File: config.mk
export PLATFORM = sky130hd
export DESIGN_NAME = alu_issuer
export DESIGN_NICKNAME = d
export VERILOG_FILES = /design/src/rtl/alu_issuer_pkg.sv /design/src/rtl/alu_ctrl_dec.sv /design/src/rtl/alu_issuer.sv
export SDC_FILE = /design/constraint.sdc
export NUM_CORES = 1
export LEC_CHECK = 0
export BUFFER_PORTS_ARGS = -buffer_cell sky130_fd_sc_hd__buf_2
export CORE_MARGIN = 5
export CORE_UTILIZATION = 45
export CTS_CLUSTER_SIZE = 14
export DETAILED_ROUTE_END_ITERATION = 16
export GPL_TIMING_DRIVEN = 1
export PLACE_DENSITY = 0.79
export SLEW_MARGIN = 20
export SYNTH_ARGS = -nofsm -noshare
export SYNTH_HDL_FRONTEND = slang
export SYNTH_SLANG_ARGS = --single-unit
File: constraint.sdc
create_clock -name clk_i -period 4.75 [get_ports clk_i]
set_clock_uncertainty 0.05 [all_clocks]
set_input_delay 0 -clock clk_i [delete_from_list [all_inputs] [get_ports clk_i]]
set_output_delay 0 -clock clk_i [all_outputs]
set_load 0.02 [all_outputs]
File: src/rtl/alu_issuer_pkg.sv
// Shared constants, types and FSM states for the ALU request issuer.
package alu_issuer_pkg;

  localparam int unsigned DATA_W  = 32;
  localparam int unsigned CTRL_W  = 4;
  localparam int unsigned ALUOP_W = 2;
  localparam int unsigned FUNCT_W = 6;
  localparam int unsigned OPS_W   = 16;

  localparam logic [OPS_W-1:0] OPS_MAX = '1;

  // ALU control codes understood by the external ALU
  localparam logic [CTRL_W-1:0] CTRL_AND = 4'b0000;
  localparam logic [CTRL_W-1:0] CTRL_OR  = 4'b0001;
  localparam logic [CTRL_W-1:0] CTRL_ADD = 4'b0010;
  localparam logic [CTRL_W-1:0] CTRL_SUB = 4'b0110;
  localparam logic [CTRL_W-1:0] CTRL_SLT = 4'b0111;
  localparam logic [CTRL_W-1:0] CTRL_NOR = 4'b1100;

  // ALUOp encodings; 2'b11 is reserved and therefore illegal
  localparam logic [ALUOP_W-1:0] ALUOP_ADD   = 2'b00;
  localparam logic [ALUOP_W-1:0] ALUOP_SUB   = 2'b01;
  localparam logic [ALUOP_W-1:0] ALUOP_RTYPE = 2'b10;

  // R-type funct encodings
  localparam logic [FUNCT_W-1:0] FUNCT_ADD = 6'b100000;
  localparam logic [FUNCT_W-1:0] FUNCT_SUB = 6'b100010;
  localparam logic [FUNCT_W-1:0] FUNCT_AND = 6'b100100;
  localparam logic [FUNCT_W-1:0] FUNCT_OR  = 6'b100101;
  localparam logic [FUNCT_W-1:0] FUNCT_SLT = 6'b101010;
  localparam logic [FUNCT_W-1:0] FUNCT_NOR = 6'b100111;

  typedef enum logic [1:0] {
    ST_IDLE = 2'd0,
    ST_EXEC = 2'd1,
    ST_RESP = 2'd2
  } state_e;

  // Response payload held while waiting for the consumer
  typedef struct packed {
    logic [DATA_W-1:0] result;
    logic              zero;
    logic              cout;
    logic              overflow;
    logic              illegal;
  } rsp_t;

endpackage

File: src/rtl/alu_ctrl_dec.sv
// Combinational ALUOp/funct to ALU control decoder with illegal-op detection.
module alu_ctrl_dec
  import alu_issuer_pkg::*;
(
  input  logic [ALUOP_W-1:0] aluop,
  input  logic [FUNCT_W-1:0] funct,
  output logic [CTRL_W-1:0]  ctrl,
  output logic               illegal
);

  // Map the request opcode to an ALU control code; unknown encodings flag illegal
  always_comb begin
    ctrl    = CTRL_AND;
    illegal = 1'b0;
    case (aluop)
      ALUOP_ADD: ctrl = CTRL_ADD;
      ALUOP_SUB: ctrl = CTRL_SUB;
      ALUOP_RTYPE: begin
        case (funct)
          FUNCT_ADD: ctrl = CTRL_ADD;
          FUNCT_SUB: ctrl = CTRL_SUB;
          FUNCT_AND: ctrl = CTRL_AND;
          FUNCT_OR:  ctrl = CTRL_OR;
          FUNCT_SLT: ctrl = CTRL_SLT;
          FUNCT_NOR: ctrl = CTRL_NOR;
          default:   illegal = 1'b1;
        endcase
      end
      default: illegal = 1'b1;
    endcase
  end

endmodule

File: src/rtl/alu_issuer.sv
// Issues one decoded operation at a time to an external ALU and returns its
// result through a valid/ready response channel.
module alu_issuer
  import alu_issuer_pkg::*;
(
  input  logic               clk_i,
  input  logic               rst_i,
  input  logic               req_valid_i,
  output logic               req_ready_o,
  input  logic [ALUOP_W-1:0] req_aluop_i,
  input  logic [FUNCT_W-1:0] req_funct_i,
  input  logic [DATA_W-1:0]  req_src1_i,
  input  logic [DATA_W-1:0]  req_src2_i,
  output logic               alu_rst_n_o,
  output logic [DATA_W-1:0]  alu_src1_o,
  output logic [DATA_W-1:0]  alu_src2_o,
  output logic [CTRL_W-1:0]  alu_ctrl_o,
  input  logic [DATA_W-1:0]  alu_result_i,
  input  logic               alu_zero_i,
  input  logic               alu_cout_i,
  input  logic               alu_overflow_i,
  output logic               rsp_valid_o,
  input  logic               rsp_ready_i,
  output logic [DATA_W-1:0]  rsp_result_o,
  output logic               rsp_zero_o,
  output logic               rsp_cout_o,
  output logic               rsp_overflow_o,
  output logic               rsp_illegal_o,
  output logic [OPS_W-1:0]   ops_done_o
);

  state_e            state_q;
  rsp_t              rsp_q;
  logic [CTRL_W-1:0] dec_ctrl;
  logic              dec_illegal;
  logic              req_fire;
  logic              rsp_fire;

  alu_ctrl_dec u_dec (
    .aluop   (req_aluop_i),
    .funct   (req_funct_i),
    .ctrl    (dec_ctrl),
    .illegal (dec_illegal)
  );

  // Handshakes; ready is only ever high in IDLE and valid only in RESP
  assign req_fire = req_valid_i & req_ready_o;
  assign rsp_fire = rsp_valid_o & rsp_ready_i;

  // Response outputs come straight from the held payload register
  assign rsp_result_o   = rsp_q.result;
  assign rsp_zero_o     = rsp_q.zero;
  assign rsp_cout_o     = rsp_q.cout;
  assign rsp_overflow_o = rsp_q.overflow;
  assign rsp_illegal_o  = rsp_q.illegal;

  // Issue FSM: accept in IDLE, one EXEC cycle for the ALU, hold in RESP
  always_ff @(posedge clk_i) begin
    if (rst_i) begin
      state_q     <= ST_IDLE;
      req_ready_o <= 1'b0;
      rsp_valid_o <= 1'b0;
      rsp_q       <= '0;
      alu_rst_n_o <= 1'b0;
      alu_src1_o  <= '0;
      alu_src2_o  <= '0;
      alu_ctrl_o  <= CTRL_AND;
      ops_done_o  <= '0;
    end else begin
      alu_rst_n_o <= 1'b1;
      case (state_q)
        ST_IDLE: begin
          req_ready_o <= 1'b1;
          if (req_fire) begin
            req_ready_o <= 1'b0;
            if (dec_illegal) begin
              // ALU is left untouched; answer directly with a zeroed payload
              rsp_q         <= '0;
              rsp_q.illegal <= 1'b1;
              rsp_valid_o   <= 1'b1;
              state_q       <= ST_RESP;
            end else begin
              alu_src1_o <= req_src1_i;
              alu_src2_o <= req_src2_i;
              alu_ctrl_o <= dec_ctrl;
              state_q    <= ST_EXEC;
            end
          end
        end
        ST_EXEC: begin
          rsp_q.result   <= alu_result_i;
          rsp_q.zero     <= alu_zero_i;
          rsp_q.cout     <= alu_cout_i;
          rsp_q.overflow <= alu_overflow_i;
          rsp_q.illegal  <= 1'b0;
          rsp_valid_o    <= 1'b1;
          state_q        <= ST_RESP;
        end
        ST_RESP: begin
          if (rsp_fire) begin
            rsp_valid_o <= 1'b0;
            req_ready_o <= 1'b1;
            state_q     <= ST_IDLE;
            if (!rsp_q.illegal && (ops_done_o != OPS_MAX)) begin
              ops_done_o <= ops_done_o + OPS_W'(1);
            end
          end
        end
        default: begin
          state_q     <= ST_IDLE;
          req_ready_o <= 1'b0;
          rsp_valid_o <= 1'b0;
        end
      endcase
    end
  end

endmodule

==> results.md, run 1 <==
- Clock slew at reported path FFs: 0.06 ns
- Adder-cell share of the synthesized area: less than 1%
- Psw: 581.5 µW
- Crit share post-route: 68.35%
- Routed vias: 5169
- Synth Area in Compound Gates: 17.76%
- Main flop type after synthesis: dfxtp_1
- Gpl congestion: 0.8595
- Asr flop ratio synth: 0%
- Simple-gate share of the synthesized area: 20.64%
- Setup TNS: 0 ns
- Most common cell in the netlist: nand2_1
- DRC: 0
- Final HPWL DP: just under 10000 µm
- Maximum VDD drop: 0.1853 mV
- Core Region: slightly above 10000 µm²
- Number of CTS-inserted buffers: 17
- Die X: 111.2 µm
- Crit Path Max Fanout: 59
- Hold crit path type: in -> reg
- WS Path Type: reg -> reg
- Clock share of power: 47.1%
- Area grow syn2layout: 66.49%
- Main combinational cell family by area after synthesis: simple AND/OR/NAND/NOR gates
- PD cells: 338.0 nW/µm²
- Required @ worst endpoint: 5.14 ns
- Ranking of synthesized cells by area: dfxtp_1 (54%), nand2_1 (11%), a21oi_1 (7.7%)
- Crit end category: flop
- Mapped Nets: 621
- Drt total wl: between 15000 and 20000 µm
- Top-area cell type share of the netlist area: 54.30%
- Layout cell share with drive strength beyond 1: 31.69%
- Root Buffer: clkbuf_8
- Netlist cell types: 47
- Pre-Repair DR Iteration Count: 5
- Antenna viol nets, final: 0
- Sink Count: 125
- Fin. Hold Viols: 0
- Post-CTS sizing: 0
- Post-route cell area: 7672 µm²
- Reg2reg setup slack: 1.50 ns
- Flop pwr share: a little over two fifths
- Crit-path cells: and4bb_1, o21ai_2, a31oi_4, buf_4, nand4_1, dlygate4sd3_1, a21oi_1, dlygate4sd3_1
- DIE AREA: 12360 µm²
- CP most frequent cell: dlygate4sd3_1
- Setup bufs post-CTS: 0
- Register area share after synthesis: 54.30%
- Post-synthesis mux area share: less than 1%
- Status: complete, no violations
- Largest stage delay, worst path: 0.59 ns
- Worst-skew pair later-pin latency: 0.49 ns
- CP Launch Type: flop
- Port Buffers: between 200 and 250
- Vias/cell: 5.113
- Total grt overflow: 0
- Mapped Area: 4608 µm²
- XOR/XNOR share of the synthesized area: around 2.5%
- Leak: 0.003450 µW
- Flops & latches, synth: 125
- Synthesized area per cell: between 9 and 10 µm²
- Global router's overall resource usage: 25.70%
- CTS tree: done
- Hold Slack: 0.05323 ns
- Comb power frac: 10.9%
- Post-CTS Hold Fix Bufs: 130
- Initial antenna violation count: 1
- Max-slew headroom: 45.13%
- Final nets: 975
- Largest net degree at the start of global routing: 68
- Row Count: 37
- DR iter-0 viols: 340
- RSZ-0062 raised after global routing: no
- Clock Tree Buf Depth: 2
- Yosys top cell by area: dfxtp_1
- Actual transition at the worst max-transition pin: 0.8155 ns
- Fillers: 665
- Die Y-Extent: 111.2 µm
- Vias in the first global route: ~5.3k
- Number of synthesized flops with an enable pin: 0
- Peak Freq: ~310 MHz
- Power Internal: ~2000 µW
- Wirelength per Cell: 16.06 µm
- I/O pins: 234
- Switch share: 22.42%
- Placed Cells: 850
- Placed Instance Area: approximately 5800 µm²
- Max-cap violation count: 0
- Arrival time at the worst endpoint: 3.63 ns
- Final worst path period need: 3.246 ns
- Starting Density: 45.45%
- Commonest cells post-synth: nand2_1 (139), dfxtp_1 (125), a21oi_1 (71)
- # setup viols final: 0
- Synth Instances: 509
- H-tree Lvls: 4
- Max Slew Vio Count: 0
- First-pass GRT wire length: 26120 µm
- YS warnings: 0
- Non-Filler Instances: roughly 1.0k
- Max stage delay cell, worst path: dlygate4sd3_1
==> sequential cells by signal, indices dropped and copies added, names as in the netlist <==
register        cells
req_ready_o         1
state_q             2
rsp_zero_o          1
ops_done_o         16
alu_src2_o         32
alu_src1_o         32
rsp_overflow_o      1
rsp_result_o       32
rsp_valid_o         1
rsp_illegal_o       1
alu_rst_n_o         1
alu_ctrl_o          4
rsp_cout_o          1
==> cell type report <==
| cell class | count | area [µm²] | share of cell area, % |
|---|---|---|---|
| Antenna cell | 1 | 2.502 | 0.03262 |
| Multi-Input combinational cell | 348 | 1908 | 24.87 |
| Sequential cell | 125 | 2502 | 32.62 |
| Clock buffer | 24 | 480.5 | 6.262 |
| Tap cell | 136 | 170.2 | 2.218 |
| Inverter | 3 | 11.26 | 0.1468 |
| Timing Repair Buffer | 368 | 2512 | 32.75 |
| Clock inverter | 6 | 85.08 | 1.109 |
==> path summary, 6_finish.rpt <==
check / to / from / cells past startpoint
worst max-delay path: alu_ctrl_o[0] / state_q[1] / 8
worst max register to register: alu_ctrl_o[0] / state_q[1] / 8
worst min-delay path: rsp_illegal_o / req_funct_i[0] / 5
worst min register to register: alu_src1_o[18] / alu_src1_o[18] / 2
==> routing by layer <==
layer | vias to the layer above | part of all wire, % | track usage (%)
li1 | 2457 | - | -
met5 | - | 0 | 0
met1 | 2410 | 38 | 26.95
met2 | 233 | 51 | 45.11
met4 | 0 | 4.8 | 13.46
met3 | 69 | 6.7 | 8.952
==> logic make-up after synthesis <==
logic type | after synthesis
and+or+nand+nor | 208
AOI/OAI and AO/OA | 125
DFF | 125
buffers and inverters | 36
xor gates and xnor gates | 13
muxes | 1
adders and majority gates | 1
==> cells in the final DEF (no fill, tap or decap), types with 4 or more instances in the layout <==
master / netlist / routed
dfxtp_1: 125 / 125
clkbuf_16: 0 / 16
clkbuf_8: 0 / 5
buf_4: 6 / 4
buf_2: 9 / 233
nand2_1: 139 / 139
nor2_1: 24 / 24
a21oi_1: 71 / 71
xnor2_1: 13 / 13
dlygate4sd3_1: 0 / 130
a22o_1: 35 / 35
nor3_1: 11 / 11
nand3_1: 5 / 5
nand4_1: 5 / 5
==> power groups by stage <==
stage | Combinational (µW) | Sequential, µW | Clock, µW
2_1_floorplan | 81.7 | 1140 | 0
6_report | 282 | 1090 | 1220
3_3_place_gp | 192 | 1110 | 0
5_1_grt | 303 | 1090 | 1290
4_1_cts | 276 | 1090 | 1240
3_5_place_dp | 198 | 1110 | 0
==> worst max-delay path: cells and delay by family (launching register included) <==
kind,cells,cell delay (ns)
buf+inv,3,1.70
simple gates,2,0.46
flops,1,0.37
compound gates,3,0.57
==> stage by stage <==
| step | power, µW | setup WS [ns] | util [%] |
|---|---|---|---|
| 6_report | 2593 | 1.504 | 75.68 |
| 5_1_grt | 2683 | 1.289 | 75.68 |
| 4_1_cts | 2606 | 1.562 | 75.64 |
| 3_5_place_dp | 1310 | 2.597 | 57.23 |
| 3_3_place_gp | 1302 | 2.666 | 57.08 |
| 2_1_floorplan | 1223 | 3.008 | - |
(Power assumes the default switching activity.)
==> run 2, diff against run 1 <==
clock period = 3.1 ns   (was 4.75 ns; I/O delays follow)
==> results.md, run 2 (synthesized netlist as in run 1, its figures left out) <==
- Die X: 111.2 µm
- Most frequent cells in the layout: buf_2 (233), nand2_1 (139), dfxtp_1 (125)
- Actual transition at the worst max-transition pin: 0.9276 ns
- Final worst path period need: 2.672 ns
- Pre-Repair DR Iteration Count: 5
- Antenna viol nets, final: 0
- Gpl congestion: slightly above 0.9
- Max-slew headroom: 38.16%
- I/O pins: roughly 230
- Vias/cell: 5.195
- Sink Count: 125
- Final nets: 969
- Status: complete, no violations
- Fillers: 641
- Vias in the first global route: between 5k and 6k
- Root Buffer: clkbuf_8
- Crit end category: flop
- Port Buffers: 233
- # setup viols final: 0
- Fin. Hold Viols: 0
- Total grt overflow: 0
- Hold Slack: roughly 0.043 ns
- Max Slew Vio Count: 0
- Max-cap violation count: 0
- Layout cell share with drive strength beyond 1: 32.41%
- Clock Tree Buf Depth: 2
- H-tree Lvls: 4
- Post-CTS sizing: 0
- Hold crit path type: in -> reg
- Reg2reg setup slack: 0.43 ns
- CTS tree: done
- CP Launch Type: flop
- Routed vias: about 5.2k
- Final HPWL DP: 9628 µm
- Clock slew at reported path FFs: 0.06 ns
- Drt total wl: 17150 µm
- Area of the multi-input gates: 1907 µm²
- Wirelength per Cell: 17.01 µm
- Initial antenna violation count: 2
- Area grow syn2layout: 66.66%
- PD cells: between 500 and 600 nW/µm²
- Core Region: 10140 µm²
- RSZ-0062 raised after global routing: no
- Starting Density: 45.45%
- Required @ worst endpoint: 3.50 ns
- Number of CTS-inserted buffers: 17
- Peak Freq: 374.2 MHz
- DIE AREA: between 10000 and 15000 µm²
- Worst-skew pair later-pin latency: 0.51 ns
- Crit share post-route: 86.21%
- Crit Path Max Fanout: 52
- First-pass GRT wire length: roughly 28000 µm
- Maximum VDD drop: 0.3094 mV
- Most common cell after layout, fill and taps aside: buf_2
- DR iter-0 viols: 407
- Row Count: 37
- Placed Cells: around 850
- Leak: roughly 0.0035 µW
- Arrival time at the worst endpoint: 3.07 ns
- WS Path Type: reg -> reg
- Global router's overall resource usage: between 20% and 30%
- DRC: 0
- Die Y-Extent: roughly 110 µm
- Non-Filler Instances: 1008
- Largest net degree at the start of global routing: 90
- Reg area: 2502 µm²
- Setup TNS: 0 ns
==> run 2: cell count changes in the layout (fill, tap and decap cells not counted), moves of 2 or more <==
| cell | previous run | this run |
|---|---|---|
| dlygate4sd3_1 | 130 | 123 |
| bufinv_16 | 2 | 4 |
| clkbuf_8 | 5 | 2 |
| clkinv_4 | 0 | 5 |
| clkbuf_1 | 3 | 0 |
==> run 2: cell type report <==
class | count | area share [%]
Timing Repair Buffer | 362 | 32.06
Sequential cell | 125 | 32.58
Clock buffer | 18 | 5.572
Tap cell | 136 | 2.216
Antenna cell | 2 | 0.06517
Clock inverter | 14 | 2.525
Multi-Input combinational cell | 348 | 24.83
Inverter | 3 | 0.1466
==> run 2: metrics by stage <==
step                      setup slack [ns]  cell area (µm²)  utilization (%)  total power (µW)
final                               0.4276             7680            75.75              4168
after global placement               1.004             5807            57.28              1997
after detailed placement            0.9189             5822            57.42              2010
after global routing                0.3375             7680            75.75              4315
after floorplan                      1.358             4608                -              1874
after CTS                           0.5095             7675            75.70              4174
==> run 2: what timing repair did <==
action | 4_1_cts | 5_1_grt
hold endpoints to repair | 109 | 0
hold buffers | 123 | 0
buffers inserted | 0 | 0
==> run 2: per-layer routing <==
metal  share of wire, %  track usage [%]  vias up
li1                   -                -     2448
met2                 51            47.89      286
met4                5.5            17.19        0
met1                 37            28.76     2430
met3                6.9            8.406       73
met5                  0                0        -
==> run 2: final timing paths <==
kind | start | endpoint | cells past startpoint
hold reg to reg | alu_src1_o[23] | alu_src1_o[23] | 2
hold / removal | req_funct_i[0] | rsp_illegal_o | 5
setup reg to reg | state_q[1] | alu_ctrl_o[2] | 7
setup / recovery | state_q[1] | alu_ctrl_o[2] | 7
==> run 2: power breakdown <==
part           switching (µW)  internal, µW
combinational             222           215
sequential               23.7          1650
clock                     733          1330
==> run 2: worst max-delay path, cell delays in order, from the launching register on <==
cell	delay, ns
dfxtp_1	0.37
and4bb_1	0.32
o21ai_2	0.09
a31oi_4	0.54
buf_12	0.32
nor2_1	0.08
a311oi_1	0.26
dlygate4sd3_1	0.58
==> run 3, diff against run 2 <==
--- a/config.mk
+++ b/config.mk
@@ -12,3 +12,3 @@
 export DETAILED_ROUTE_END_ITERATION = 16
-export GPL_TIMING_DRIVEN = 1
+export GPL_TIMING_DRIVEN = 0
 export PLACE_DENSITY = 0.79
==> constraint.sdc (replaced) <==
create_clock -name clk_i -period 3.1 [get_ports clk_i]
set_clock_uncertainty 0.05 [all_clocks]
set_input_delay 0.155 -clock clk_i [delete_from_list [all_inputs] [get_ports clk_i]]
set_output_delay 0.155 -clock clk_i [all_outputs]
set_load 0.02 [all_outputs]
==> results.md, run 3 (synthesized netlist as in run 1, its figures left out) <==
- Status: complete, no violations
- Most common cell after layout, fill and taps aside: buf_2
- Fin. Hold Viols: 0
- Area of the multi-input gates: 1907 µm²
- Die X: 111.2 µm
- Max stage delay cell, worst path: dlygate4sd3_1
- Starting Density: 45.45%
- Min-Delay Endpoint: alu_ctrl_o[2]
- Final Worst Setup Slack: ~0.73 ns
- Worst slack at placement: 1.256 ns
- PD cells: around 540 nW/µm²
- Hold depth: 4
- Required @ worst endpoint: 3.51 ns
- Max-slew headroom: between 60% and 70%
- Actual transition at the worst max-transition pin: 0.5688 ns
- Largest net degree at the start of global routing: 17
- DIE AREA: 12360 µm²
- Setup TNS: 0 ns
- Crit Reg-Reg Endpoint: alu_ctrl_o[1]
- Total grt overflow: 0
- Worst path buffer plus inverter count: 4
- Layout cell share with drive strength beyond 1: around 33%
- CTS tree: done
- Crit end category: flop
- I/O pins: 234
- Final HPWL DP: 10530 µm
- Drt total wl: 17090 µm
- WS Path Type: in -> reg
- Max-cap violation count: 0
- RSZ-0062 raised after global routing: no
- First-pass GRT wire length: around 28000 µm
- Most frequent cells in the layout: buf_2 (240), nand2_1 (139), dfxtp_1 (125)
- Initial antenna violation count: 1
- Global router's overall resource usage: 27.50%
- R2R cell count: 7
- Worst-skew pair later-pin latency: approximately 0.52 ns
- Vias/cell: 5.164
- Reg2reg setup slack: 0.80 ns
- Core Region: 10140 µm²
- Utilization after layout: between 70 and 80%
- Root Buffer: clkbuf_8
- Family with the most delay on the worst path: buffers and inverters
- Sink Count: 125
- Peak Freq: 421.5 MHz
- CP most frequent cell: dlygate4sd3_1
- Post-CTS sizing: 0
- DR iter-0 viols: around 320
- DRC: 0
- # setup viols final: 0
- Number of CTS-inserted buffers: 17
- Crit Path Max Fanout: 10
- Vias in the first global route: 5504
- Pre-Repair DR Iteration Count: 6
- Antenna viol nets, final: 0
- Maximum VDD drop: 0.2580 mV
- RR Startpoint: state_q[0]
- Max Slew Vio Count: 0
- Reg area: roughly 2500 µm²
- Largest stage delay, worst path: 0.59 ns
- Gpl congestion: 0.8381
- Row Count: 37
- Clock Tree Buf Depth: 2
- Clock slew at reported path FFs: 0.06 ns
- Final worst path period need: around 2.4 ns
- Leak: around 0.0034 µW
- Crit share post-route: 76.54%
- Area grow syn2layout: 65.30%
- Final nets: 978
- Wirelength per Cell: 16.82 µm
- Hold path startpoint: req_funct_i[2]
- CP Launch Type: input pin
- Fillers: 669
- Crit-path cells: dlygate4sd3_1, buf_2, nor3b_4, o21ai_2, a31oi_4, buf_4, nor2_1, a311oi_1, dlygate4sd3_1
- H-tree Lvls: 4
- Routed vias: 5247
- Arrival time at the worst endpoint: 2.78 ns
- Port Buffers: around 230
- Die Y-Extent: 111.2 µm
- Hold Slack: 0.02506 ns
- Hold crit path type: in -> reg
-- run 3: metal layers --
layer,track usage (%),vias up,share of wire (%)
li1,-,2469,-
met1,29.41,2442,38
met2,46.92,255,49
met3,8.297,81,6.8
met4,17.68,0,5.5
met5,0,-,0
-- run 3: report_power, final --
group | switching, µW | total, µW | internal (µW)
clock | 706 | 2010 | 1300
sequential | 23.7 | 1670 | 1650
combinational | 224 | 443 | 219
-- run 3: worst max path at each step --
| stage | start | end | slack (ns) | cells past startpoint |
|---|---|---|---|---|
| floorplan | ops_done_o[0] | ops_done_o[14] | 1.36 | 5 |
| global placement | state_q[1] | rsp_result_o[13] | 1.31 | 5 |
| detailed placement | state_q[1] | rsp_result_o[20] | 1.26 | 5 |
| CTS | req_aluop_i[0] | alu_ctrl_o[1] | 0.81 | 9 |
| global route | req_aluop_i[0] | alu_ctrl_o[1] | 0.64 | 9 |
| finish | req_aluop_i[0] | alu_ctrl_o[1] | 0.73 | 9 |
-- run 3: what timing repair did --
| action | 4_1_cts | 5_1_grt |
|---|---|---|
| hold buffers | 107 | 0 |
| setup buffers | 0 | 0 |
| endpoints found under the hold margin | 105 | 0 |
-- run 3: metrics by stage --
| step | instance area, µm² | power, µW | std cells |
|---|---|---|---|
| global placement | 5934 | 2014 | 876 |
| finish | 7617 | 4122 | 1016 |
| global route | 7615 | 4263 | 1015 |
| detailed placement | 5934 | 2025 | 876 |
| floorplan | 4608 | 1874 | 509 |
| CTS | 7612 | 4133 | 1014 |
-- run 3: final cells by class --
class | instances | area share [%]
well taps | 136 | 2.234
repair buffers | 338 | 29.24
inverters | 3 | 0.1478
multi-input cells | 348 | 25.03
clock inverters | 10 | 1.807
flip-flops and latches | 125 | 32.85
diodes | 2 | 0.06570
plain buffers | 33 | 2.464
clock buffers | 21 | 6.160
-- run 3: worst reg2reg max path, stage by stage, from the launching register on --
cell and delay [ns]:
dfxtp_1 0.36, and4bb_1 0.33, o21ai_2 0.09, a31oi_4 0.27
buf_4 0.24, nor2_1 0.06, a311oi_1 0.26, dlygate4sd3_1 0.59
